==> src/rtl/scaler_pkg.sv <==
// Shared types and defaults for the scaler frame controller.
package scaler_pkg;

    localparam int unsigned XResWidth     = 11;
    localparam int unsigned YResWidth     = 11;
    localparam int unsigned DefaultXCols  = 640;
    localparam int unsigned DefaultYLines = 480;

    typedef enum logic [2:0] {
        StIdle,
        StStart,
        StRun,
        StDone,
        StError
    } state_e;

endpackage

==> src/rtl/scaler_frame_ctrl_if.sv <==
// Host-side control/status and scaler-side signals of the frame controller.
interface scaler_frame_ctrl_if #(
    parameter int unsigned OUTPUT_X_RES_WIDTH = 11,
    parameter int unsigned OUTPUT_Y_RES_WIDTH = 11
);
    logic                          enable;
    logic                          frameSync;
    logic                          cfgValid;
    logic [OUTPUT_X_RES_WIDTH-1:0] cfgXRes;
    logic [OUTPUT_Y_RES_WIDTH-1:0] cfgYRes;
    logic                          cfgNearest;
    logic                          dOutValid;
    logic                          scalerStart;
    logic [OUTPUT_X_RES_WIDTH-1:0] outputXRes;
    logic [OUTPUT_Y_RES_WIDTH-1:0] outputYRes;
    logic                          nearestNeighbor;
    logic                          busy;
    logic                          frameDone;
    logic                          frameDropped;
    logic                          timeoutErr;
    logic [15:0]                   frameCount;

    modport master (
        output enable, frameSync, cfgValid, cfgXRes, cfgYRes, cfgNearest, dOutValid,
        input  scalerStart, outputXRes, outputYRes, nearestNeighbor, busy, frameDone,
               frameDropped, timeoutErr, frameCount
    );

    modport slave (
        input  enable, frameSync, cfgValid, cfgXRes, cfgYRes, cfgNearest, dOutValid,
        output scalerStart, outputXRes, outputYRes, nearestNeighbor, busy, frameDone,
               frameDropped, timeoutErr, frameCount
    );

endinterface

==> src/rtl/scaler_watchdog.sv <==
// Idle-cycle watchdog: counts enabled cycles since the last clear, flags expiry.
module scaler_watchdog #(
    parameter int unsigned TIMEOUT_CYCLES = 2000000
) (
    input  logic clk_fast,
    input  logic rst_n,
    input  logic clear,
    input  logic enable,
    output logic expire
);

    localparam int unsigned CntW = (TIMEOUT_CYCLES > 2) ? $clog2(TIMEOUT_CYCLES) : 1;

    logic [CntW-1:0] cnt_q, cnt_d;

    always_comb begin
        cnt_d = cnt_q;
        if (clear) begin
            cnt_d = '0;
        end else if (enable) begin
            cnt_d = cnt_q + CntW'(1);
        end
    end

    always_ff @(posedge clk_fast or negedge rst_n) begin
        if (!rst_n) begin
            cnt_q <= '0;
        end else begin
            cnt_q <= cnt_d;
        end
    end

    assign expire = enable && !clear && (cnt_q == CntW'(TIMEOUT_CYCLES - 1));

endmodule

==> src/rtl/scaler_frame_ctrl.sv <==
// Per-frame sequencer for the scaler: start pulse, output-beat counting, timeout.
module scaler_frame_ctrl
    import scaler_pkg::*;
#(
    parameter int unsigned OUTPUT_X_RES_WIDTH = XResWidth,
    parameter int unsigned OUTPUT_Y_RES_WIDTH = YResWidth,
    parameter int unsigned START_CYCLES       = 2,
    parameter int unsigned TIMEOUT_CYCLES     = 2000000
) (
    input logic              clk_fast,
    input logic              rst_n,
    scaler_frame_ctrl_if.slave bus
);

    typedef logic [OUTPUT_X_RES_WIDTH-1:0] xres_t;
    typedef logic [OUTPUT_Y_RES_WIDTH-1:0] yres_t;

    localparam int unsigned StartW   = (START_CYCLES > 2) ? $clog2(START_CYCLES) : 1;
    localparam xres_t       XResRst  = xres_t'(DefaultXCols - 1);
    localparam yres_t       YResRst  = yres_t'(DefaultYLines - 1);
    localparam logic [StartW-1:0] StartLast = StartW'(START_CYCLES - 1);

    state_e            state_q, state_d;
    logic [StartW-1:0] start_cnt_q, start_cnt_d;
    xres_t             col_q, col_d;
    yres_t             line_q, line_d;
    xres_t             x_res_q, x_res_d, pend_x_q, pend_x_d;
    yres_t             y_res_q, y_res_d, pend_y_q, pend_y_d;
    logic              nearest_q, nearest_d, pend_nearest_q, pend_nearest_d;
    logic [15:0]       frame_count_q, frame_count_d;
    logic              scaler_start_q, scaler_start_d;
    logic              busy_q, busy_d;
    logic              frame_done_q, frame_done_d;
    logic              frame_dropped_q, frame_dropped_d;
    logic              timeout_err_q, timeout_err_d;
    logic              load_active;
    logic              wd_expire;

    scaler_watchdog #(
        .TIMEOUT_CYCLES(TIMEOUT_CYCLES)
    ) u_watchdog (
        .clk_fast(clk_fast),
        .rst_n   (rst_n),
        .clear   (load_active || bus.dOutValid),
        .enable  (state_q == StRun),
        .expire  (wd_expire)
    );

    always_comb begin
        state_d       = state_q;
        start_cnt_d   = start_cnt_q;
        col_d         = col_q;
        line_d        = line_q;
        frame_count_d = frame_count_q;
        load_active   = 1'b0;

        unique case (state_q)
            StIdle: begin
                if (bus.frameSync && bus.enable) begin
                    state_d     = StStart;
                    load_active = 1'b1;
                end
            end
            StStart: begin
                if (start_cnt_q == StartLast) begin
                    state_d = StRun;
                end else begin
                    start_cnt_d = start_cnt_q + StartW'(1);
                end
            end
            StRun: begin
                if (bus.dOutValid) begin
                    if (col_q == x_res_q) begin
                        col_d = '0;
                        if (line_q == y_res_q) begin
                            line_d  = '0;
                            state_d = StDone;
                        end else begin
                            line_d = line_q + yres_t'(1);
                        end
                    end else begin
                        col_d = col_q + xres_t'(1);
                    end
                end else if (wd_expire) begin
                    state_d = StError;
                end
            end
            StDone: begin
                // A sync landing on the done cycle chains straight into the next frame.
                if (bus.frameSync && bus.enable) begin
                    state_d     = StStart;
                    load_active = 1'b1;
                end else begin
                    state_d = StIdle;
                end
            end
            StError: begin
                if (!bus.enable) begin
                    state_d = StIdle;
                end
            end
            default: state_d = StIdle;
        endcase

        if (load_active) begin
            start_cnt_d = '0;
            col_d       = '0;
            line_d      = '0;
        end
        if (state_d == StDone) begin
            frame_count_d = frame_count_q + 16'd1;
        end
    end

    always_comb begin
        pend_x_d       = bus.cfgValid ? bus.cfgXRes : pend_x_q;
        pend_y_d       = bus.cfgValid ? bus.cfgYRes : pend_y_q;
        pend_nearest_d = bus.cfgValid ? bus.cfgNearest : pend_nearest_q;
        x_res_d        = load_active ? pend_x_q : x_res_q;
        y_res_d        = load_active ? pend_y_q : y_res_q;
        nearest_d      = load_active ? pend_nearest_q : nearest_q;

        scaler_start_d  = (state_d == StStart);
        busy_d          = (state_d == StStart) || (state_d == StRun) || (state_d == StDone);
        frame_done_d    = (state_d == StDone);
        timeout_err_d   = (state_d == StError);
        frame_dropped_d = bus.frameSync && ((state_q == StStart) || (state_q == StRun));
    end

    always_ff @(posedge clk_fast or negedge rst_n) begin
        if (!rst_n) begin
            state_q         <= StIdle;
            start_cnt_q     <= '0;
            col_q           <= '0;
            line_q          <= '0;
            x_res_q         <= XResRst;
            y_res_q         <= YResRst;
            nearest_q       <= 1'b0;
            pend_x_q        <= XResRst;
            pend_y_q        <= YResRst;
            pend_nearest_q  <= 1'b0;
            frame_count_q   <= '0;
            scaler_start_q  <= 1'b0;
            busy_q          <= 1'b0;
            frame_done_q    <= 1'b0;
            frame_dropped_q <= 1'b0;
            timeout_err_q   <= 1'b0;
        end else begin
            state_q         <= state_d;
            start_cnt_q     <= start_cnt_d;
            col_q           <= col_d;
            line_q          <= line_d;
            x_res_q         <= x_res_d;
            y_res_q         <= y_res_d;
            nearest_q       <= nearest_d;
            pend_x_q        <= pend_x_d;
            pend_y_q        <= pend_y_d;
            pend_nearest_q  <= pend_nearest_d;
            frame_count_q   <= frame_count_d;
            scaler_start_q  <= scaler_start_d;
            busy_q          <= busy_d;
            frame_done_q    <= frame_done_d;
            frame_dropped_q <= frame_dropped_d;
            timeout_err_q   <= timeout_err_d;
        end
    end

    assign bus.scalerStart     = scaler_start_q;
    assign bus.outputXRes      = x_res_q;
    assign bus.outputYRes      = y_res_q;
    assign bus.nearestNeighbor = nearest_q;
    assign bus.busy            = busy_q;
    assign bus.frameDone       = frame_done_q;
    assign bus.frameDropped    = frame_dropped_q;
    assign bus.timeoutErr      = timeout_err_q;
    assign bus.frameCount      = frame_count_q;

endmodule

==> src/flat_wrapper.sv <==
// flat-port wrapper written by rule: the top's interface ports become plain ports
module scaler_frame_ctrl_flat import scaler_pkg::*;
#(
    parameter int unsigned OUTPUT_X_RES_WIDTH = XResWidth,
    parameter int unsigned OUTPUT_Y_RES_WIDTH = YResWidth,
    parameter int unsigned START_CYCLES       = 2,
    parameter int unsigned TIMEOUT_CYCLES     = 2000000
)
  (clk_fast, rst_n, bus_enable, bus_frameSync, bus_cfgValid, bus_cfgXRes, bus_cfgYRes, bus_cfgNearest, bus_dOutValid, bus_scalerStart, bus_outputXRes, bus_outputYRes, bus_nearestNeighbor, bus_busy, bus_frameDone, bus_frameDropped, bus_timeoutErr, bus_frameCount);
  scaler_frame_ctrl_if #(.OUTPUT_X_RES_WIDTH(OUTPUT_X_RES_WIDTH), .OUTPUT_Y_RES_WIDTH(OUTPUT_Y_RES_WIDTH)) bus_i ();
  input logic clk_fast;
  input logic rst_n;
  input wire logic [$bits(bus_i.enable)-1:0] bus_enable;
  input wire logic [$bits(bus_i.frameSync)-1:0] bus_frameSync;
  input wire logic [$bits(bus_i.cfgValid)-1:0] bus_cfgValid;
  input wire logic [$bits(bus_i.cfgXRes)-1:0] bus_cfgXRes;
  input wire logic [$bits(bus_i.cfgYRes)-1:0] bus_cfgYRes;
  input wire logic [$bits(bus_i.cfgNearest)-1:0] bus_cfgNearest;
  input wire logic [$bits(bus_i.dOutValid)-1:0] bus_dOutValid;
  output wire logic [$bits(bus_i.scalerStart)-1:0] bus_scalerStart;
  output wire logic [$bits(bus_i.outputXRes)-1:0] bus_outputXRes;
  output wire logic [$bits(bus_i.outputYRes)-1:0] bus_outputYRes;
  output wire logic [$bits(bus_i.nearestNeighbor)-1:0] bus_nearestNeighbor;
  output wire logic [$bits(bus_i.busy)-1:0] bus_busy;
  output wire logic [$bits(bus_i.frameDone)-1:0] bus_frameDone;
  output wire logic [$bits(bus_i.frameDropped)-1:0] bus_frameDropped;
  output wire logic [$bits(bus_i.timeoutErr)-1:0] bus_timeoutErr;
  output wire logic [$bits(bus_i.frameCount)-1:0] bus_frameCount;
  assign bus_i.enable = bus_enable;
  assign bus_i.frameSync = bus_frameSync;
  assign bus_i.cfgValid = bus_cfgValid;
  assign bus_i.cfgXRes = bus_cfgXRes;
  assign bus_i.cfgYRes = bus_cfgYRes;
  assign bus_i.cfgNearest = bus_cfgNearest;
  assign bus_i.dOutValid = bus_dOutValid;
  assign bus_scalerStart = bus_i.scalerStart;
  assign bus_outputXRes = bus_i.outputXRes;
  assign bus_outputYRes = bus_i.outputYRes;
  assign bus_nearestNeighbor = bus_i.nearestNeighbor;
  assign bus_busy = bus_i.busy;
  assign bus_frameDone = bus_i.frameDone;
  assign bus_frameDropped = bus_i.frameDropped;
  assign bus_timeoutErr = bus_i.timeoutErr;
  assign bus_frameCount = bus_i.frameCount;
  scaler_frame_ctrl #(.OUTPUT_X_RES_WIDTH(OUTPUT_X_RES_WIDTH), .OUTPUT_Y_RES_WIDTH(OUTPUT_Y_RES_WIDTH), .START_CYCLES(START_CYCLES), .TIMEOUT_CYCLES(TIMEOUT_CYCLES)) u_core (.clk_fast(clk_fast), .rst_n(rst_n), .bus(bus_i));
endmodule
==> config.mk <==
export PLATFORM = sky130hd
export DESIGN_NAME = scaler_frame_ctrl_flat
export DESIGN_NICKNAME = d
export VERILOG_FILES = /design/src/rtl/scaler_pkg.sv /design/src/rtl/scaler_frame_ctrl_if.sv /design/src/rtl/scaler_watchdog.sv /design/src/rtl/scaler_frame_ctrl.sv /design/src/flat_wrapper.sv
export SDC_FILE = /design/constraint.sdc
export NUM_CORES = 1
export LEC_CHECK = 0
export BUFFER_PORTS_ARGS = -buffer_cell sky130_fd_sc_hd__buf_2
export CORE_UTILIZATION = 58
export DETAILED_ROUTE_END_ITERATION = 8
export HOLD_SLACK_MARGIN = 0.15
export PLACE_DENSITY = 0.82
export SYNTH_ARGS = -nofsm -noshare
export SYNTH_HDL_FRONTEND = slang
export SYNTH_HIERARCHICAL = 1
export SYNTH_SLANG_ARGS = --single-unit
==> constraint.sdc <==
create_clock -name clk_fast -period 3 [get_ports clk_fast]
set_input_delay 0.3 -clock clk_fast [delete_from_list [all_inputs] [get_ports clk_fast]]
set_output_delay 0.3 -clock clk_fast [all_outputs]
set_load 0.01 [all_outputs]
==> results.txt <==
Averaged over all synthesized cells, the footprint is 10.24 um^2. The routed layout has 4498 vias. Measured against its own limit, the worst slew margin works out to 51.62%.

The count of flip-flops with a built-in enable after synthesis came out at 0. The synthesized netlist occupies a cell area of 5500 um^2. The ratio of routed vias to standard cells came out at 5.918. 73 I/O pins were placed. For the worst-skew pair, the clock arrives at the later sink with an insertion delay of 0.52 ns. Cell area after layout: 6797 um^2. Counting flops with an async set or reset pin after synthesis yields a share of 100.0%. Setup repair after global routing left no endpoint under its margin. The congestion estimate from routability-driven global placement came to 0.8398. Wires add up to 12670 um.

The portion of the post-synthesis area used by sequential elements was 52.59%. In this run the horizontal extent of the chip is 99.38 um. Number of max-slew violations in the final report: 0. In this run the power density over the cells is 784.3 nW/um^2.

The run gives 5 as the number of iterations in the first detailed-routing pass. The worst setup path is captured at a register. By area the synthesized netlist is led by dfrtp_1, dfstp_2, nand2_1. The required time reported for the critical path endpoint was 3.43 ns; the flop and latch count out of synthesis was 114.

Startpoint of the worst-slack reg-to-reg timing path: u_core/state_q[0]$_DFF_PN0_. Counting the fill cells in the layout gives 606. Worst hold path class: in2reg.

For the finished layout, the period the worst path requires is 2.542 ns. Once detail routing completed, the nets flagged for antenna violations numbered 0. Along the worst path, the maximum fanout reaches 13.

The detail-routed net length per standard cell came out at 16.67 um. Setup violations remaining at the end of the flow were counted as 0. After detailed placement, the total cell area comes to 5957 um^2.

The worst path uses 84.75% of the clock period. The largest area contributor in the netlist was dfrtp_1. In this run the tool buffered the top-level ports with 72 buffer cells. The logs give 4538 for the number of global-route vias before repair and 35 for the total number of placement rows.

The first global-routing pass estimated 21410 um of wire. The logs give 669 for the number of nets in the layout and 0 for the leftover overflow at the end of global routing. The run gives 70 as the largest net degree at the start of global routing.

For the pin with the worst max-slew slack, the measured transition is 0.7216 ns. The clock passes through at most 2 buffers. The worst setup path is launched from a register. Clock-pin slew was measured on the worst setup and hold paths at 0.05 ns.

Global routing used 28.02% of the available tracks. Data on the critical path arrives at its endpoint at 2.97 ns. The number of warning messages in the yosys log was 6.

The y dimension of the die was 99.38 um; the highest ir drop seen on vdd was 667.5 uV. The run gives 0 as the count of final hold-check violations. The first routing iteration left 221 violations. The tools report the CTS buffer count as 17. The number of violations of the max-capacitance limit was 0. In this run the number of H-tree levels came out at 4. The critical path in this run is classified as reg2reg. The logs give 537 for the post-synthesis cell count and 7808 um for the HPWL after detailed placement. Clock tree synthesis found a total of 114 sinks. The tools report the number of gates resized after CTS as 0. Beginning of the worst hold path: bus_frameSync.

The source of the critical timing path was u_core/state_q[0]$_DFF_PN0_. The tools report the core box area as 9196 um^2. The run gives 0.008458 ns as the final worst clock skew. The area growth from synthesis to layout is 23.57%. The fraction of post-synthesis cell area in the top cell type by area is 37.31%.

The effective utilization at floorplan was 59.81%; the number of nets in the synthesized netlist was 570. For the leakage power summed over all cells, the log shows 3.225 nW. The run finished with clean final reports. TritonCTS built the clock tree. The root buffer cell chosen for the clock tree is clkbuf_8.

The number of antenna diodes was 0. The floorplan step defined a die boundary enclosing 9876 um^2. The initial antenna violation count came out at 0.

In the synthesized netlist the dominant register cell turns out to be dfrtp_1. Most frequently used cell type in the post-synthesis netlist: nand2_1. The final sum of negative setup slack was 0 ns.

Fraction of layout instances using a drive strength above 1: 28.04%. The run gives 0 as the DRC violation count after routing. Based on the critical path, the design can be clocked at up to 393.3 MHz. Counting distinct cell types in the post-synthesis netlist gives 51. Sorting the synthesized cells by how often they occur yields nand2_1, dfrtp_1, xor2_1.
[timing repair]
item | CTS | global route
endpoints found under the hold margin | 70 | 0
hold buffers | 25 | 0
setup buffers | 0 | 0
[worst paths after layout]
check,to,slack (ns),cells past startpoint
setup reg to reg,u_core/bus.frameCount[4]$_DFFE_PN0P_,0.46,6
setup / recovery,u_core/bus.frameCount[4]$_DFFE_PN0P_,0.46,6
hold / removal,u_core/bus.frameDropped$_DFF_PN0_,0.18,3
min in group asynchronous,u_core/bus.frameCount[2]$_DFFE_PN0P_,0.32,2
max in group asynchronous,u_core/bus.outputXRes[2]$_DFFE_PN1P_,1.87,3
hold reg to reg,u_core/bus.outputYRes[8]$_DFFE_PN1P_,0.45,2
[placed cells by master, fill, tap and decap left out, types with 3 or more instances in the layout]
master	synthesis	final
nand2_1	103	103
dfrtp_1	82	82
buf_2	4	71
xor2_1	40	40
dfstp_2	32	32
nor2_1	29	29
nand3_1	28	28
dlygate4sd3_1	0	25
mux2_2	24	24
xnor2_1	18	18
clkbuf_16	0	16
nor4_1	14	14
nand4_1	14	14
a21oi_1	12	12
o21ai_0	11	11
nor3_1	11	11
or3_1	9	9
inv_1	8	8
and3_1	8	8
and4_1	8	8
buf_4	2	7
or4_1	7	7
a31oi_1	5	5
nand4b_1	5	5
clkbuf_8	0	4
clkinvlp_4	0	4
clkinv_4	0	4
ha_1	4	4
nand2b_1	3	3
nor2b_1	3	3
o21ai_1	3	3
[worst max-delay path: stages, from the launching register on]
cell     delay, ns
dfrtp_1       0.45
nor3b_2       0.45
and2_1        0.34
nand4_2       0.33
buf_4         0.31
nor4b_1       0.37
xor2_1        0.21
[kinds of logic (layout without fill, tap and decap cells)]
| logic type | after synthesis | in the layout | share of synthesized area (%) |
|---|---|---|---|
| buf+inv | 32 | 144 | 2.548 |
| xor+xnor | 59 | 59 | 9.532 |
| simple gates | 263 | 263 | 25.11 |
| compound gates | 40 | 40 | 4.208 |
| mux | 25 | 25 | 5.096 |
| fa+ha+maj | 4 | 4 | 0.9100 |
| flops | 114 | 114 | 52.59 |
[per-stage QoR]
stage | hold slack (ns) | instances | power, mW | setup WS, ns | util (%)
detailed placement | 0.3442 | 703 | 3.321 | 0.5533 | 64.78
floorplan | 0.004409 | 537 | 2.897 | 0.8322 | -
finish | 0.1816 | 760 | 5.330 | 0.4576 | 73.90
global route | 0.1667 | 760 | 5.595 | 0.2083 | 73.90
CTS | 0.1621 | 760 | 5.331 | 0.5020 | 73.90
global placement | 0.3348 | 703 | 3.259 | 0.6726 | 64.78
[registers in the layout (all words and copies together), names as in the netlist, 3 cells and up]
signal,flops
u_core/u_watchdog/cnt_q,21
u_core/bus.frameCount,16
u_core/bus.outputXRes,11
u_core/bus.outputYRes,11
u_core/col_q,11
u_core/line_q,11
u_core/pend_x_q,11
u_core/pend_y_q,11
u_core/state_q,3
[where the power goes]
part	total [mW]	switching [mW]	internal, mW
Combinational	1.22	0.727	0.493
Clock	1.96	0.708	1.25
Sequential	2.15	0.264	1.89
[area by class of cell]
class                           instances  area, um^2  share of cell area [%]
Clock buffer                           21       459.2                   6.756
Inverter                                8       30.03                  0.4418
Tap cell                              111       138.9                   2.043
Clock inverter                         11       130.1                   1.915
Timing Repair Buffer                  104       678.2                   9.978
Multi-Input combinational cell        391        2467                   36.30
Sequential cell                       114        2893                   42.56
[layer usage]
metal / GRT usage [%] / vias to the layer above / part of all wire [%]
met1: 35.65 / 2232 / 43
met2: 44.98 / 169 / 50
li1: - / 2071 / -
met4: 12.56 / 0 / 1.8
met3: 7.871 / 26 / 6.0
met5: 0 / - / 0
Note: power is estimated with default switching activity, not from simulation.
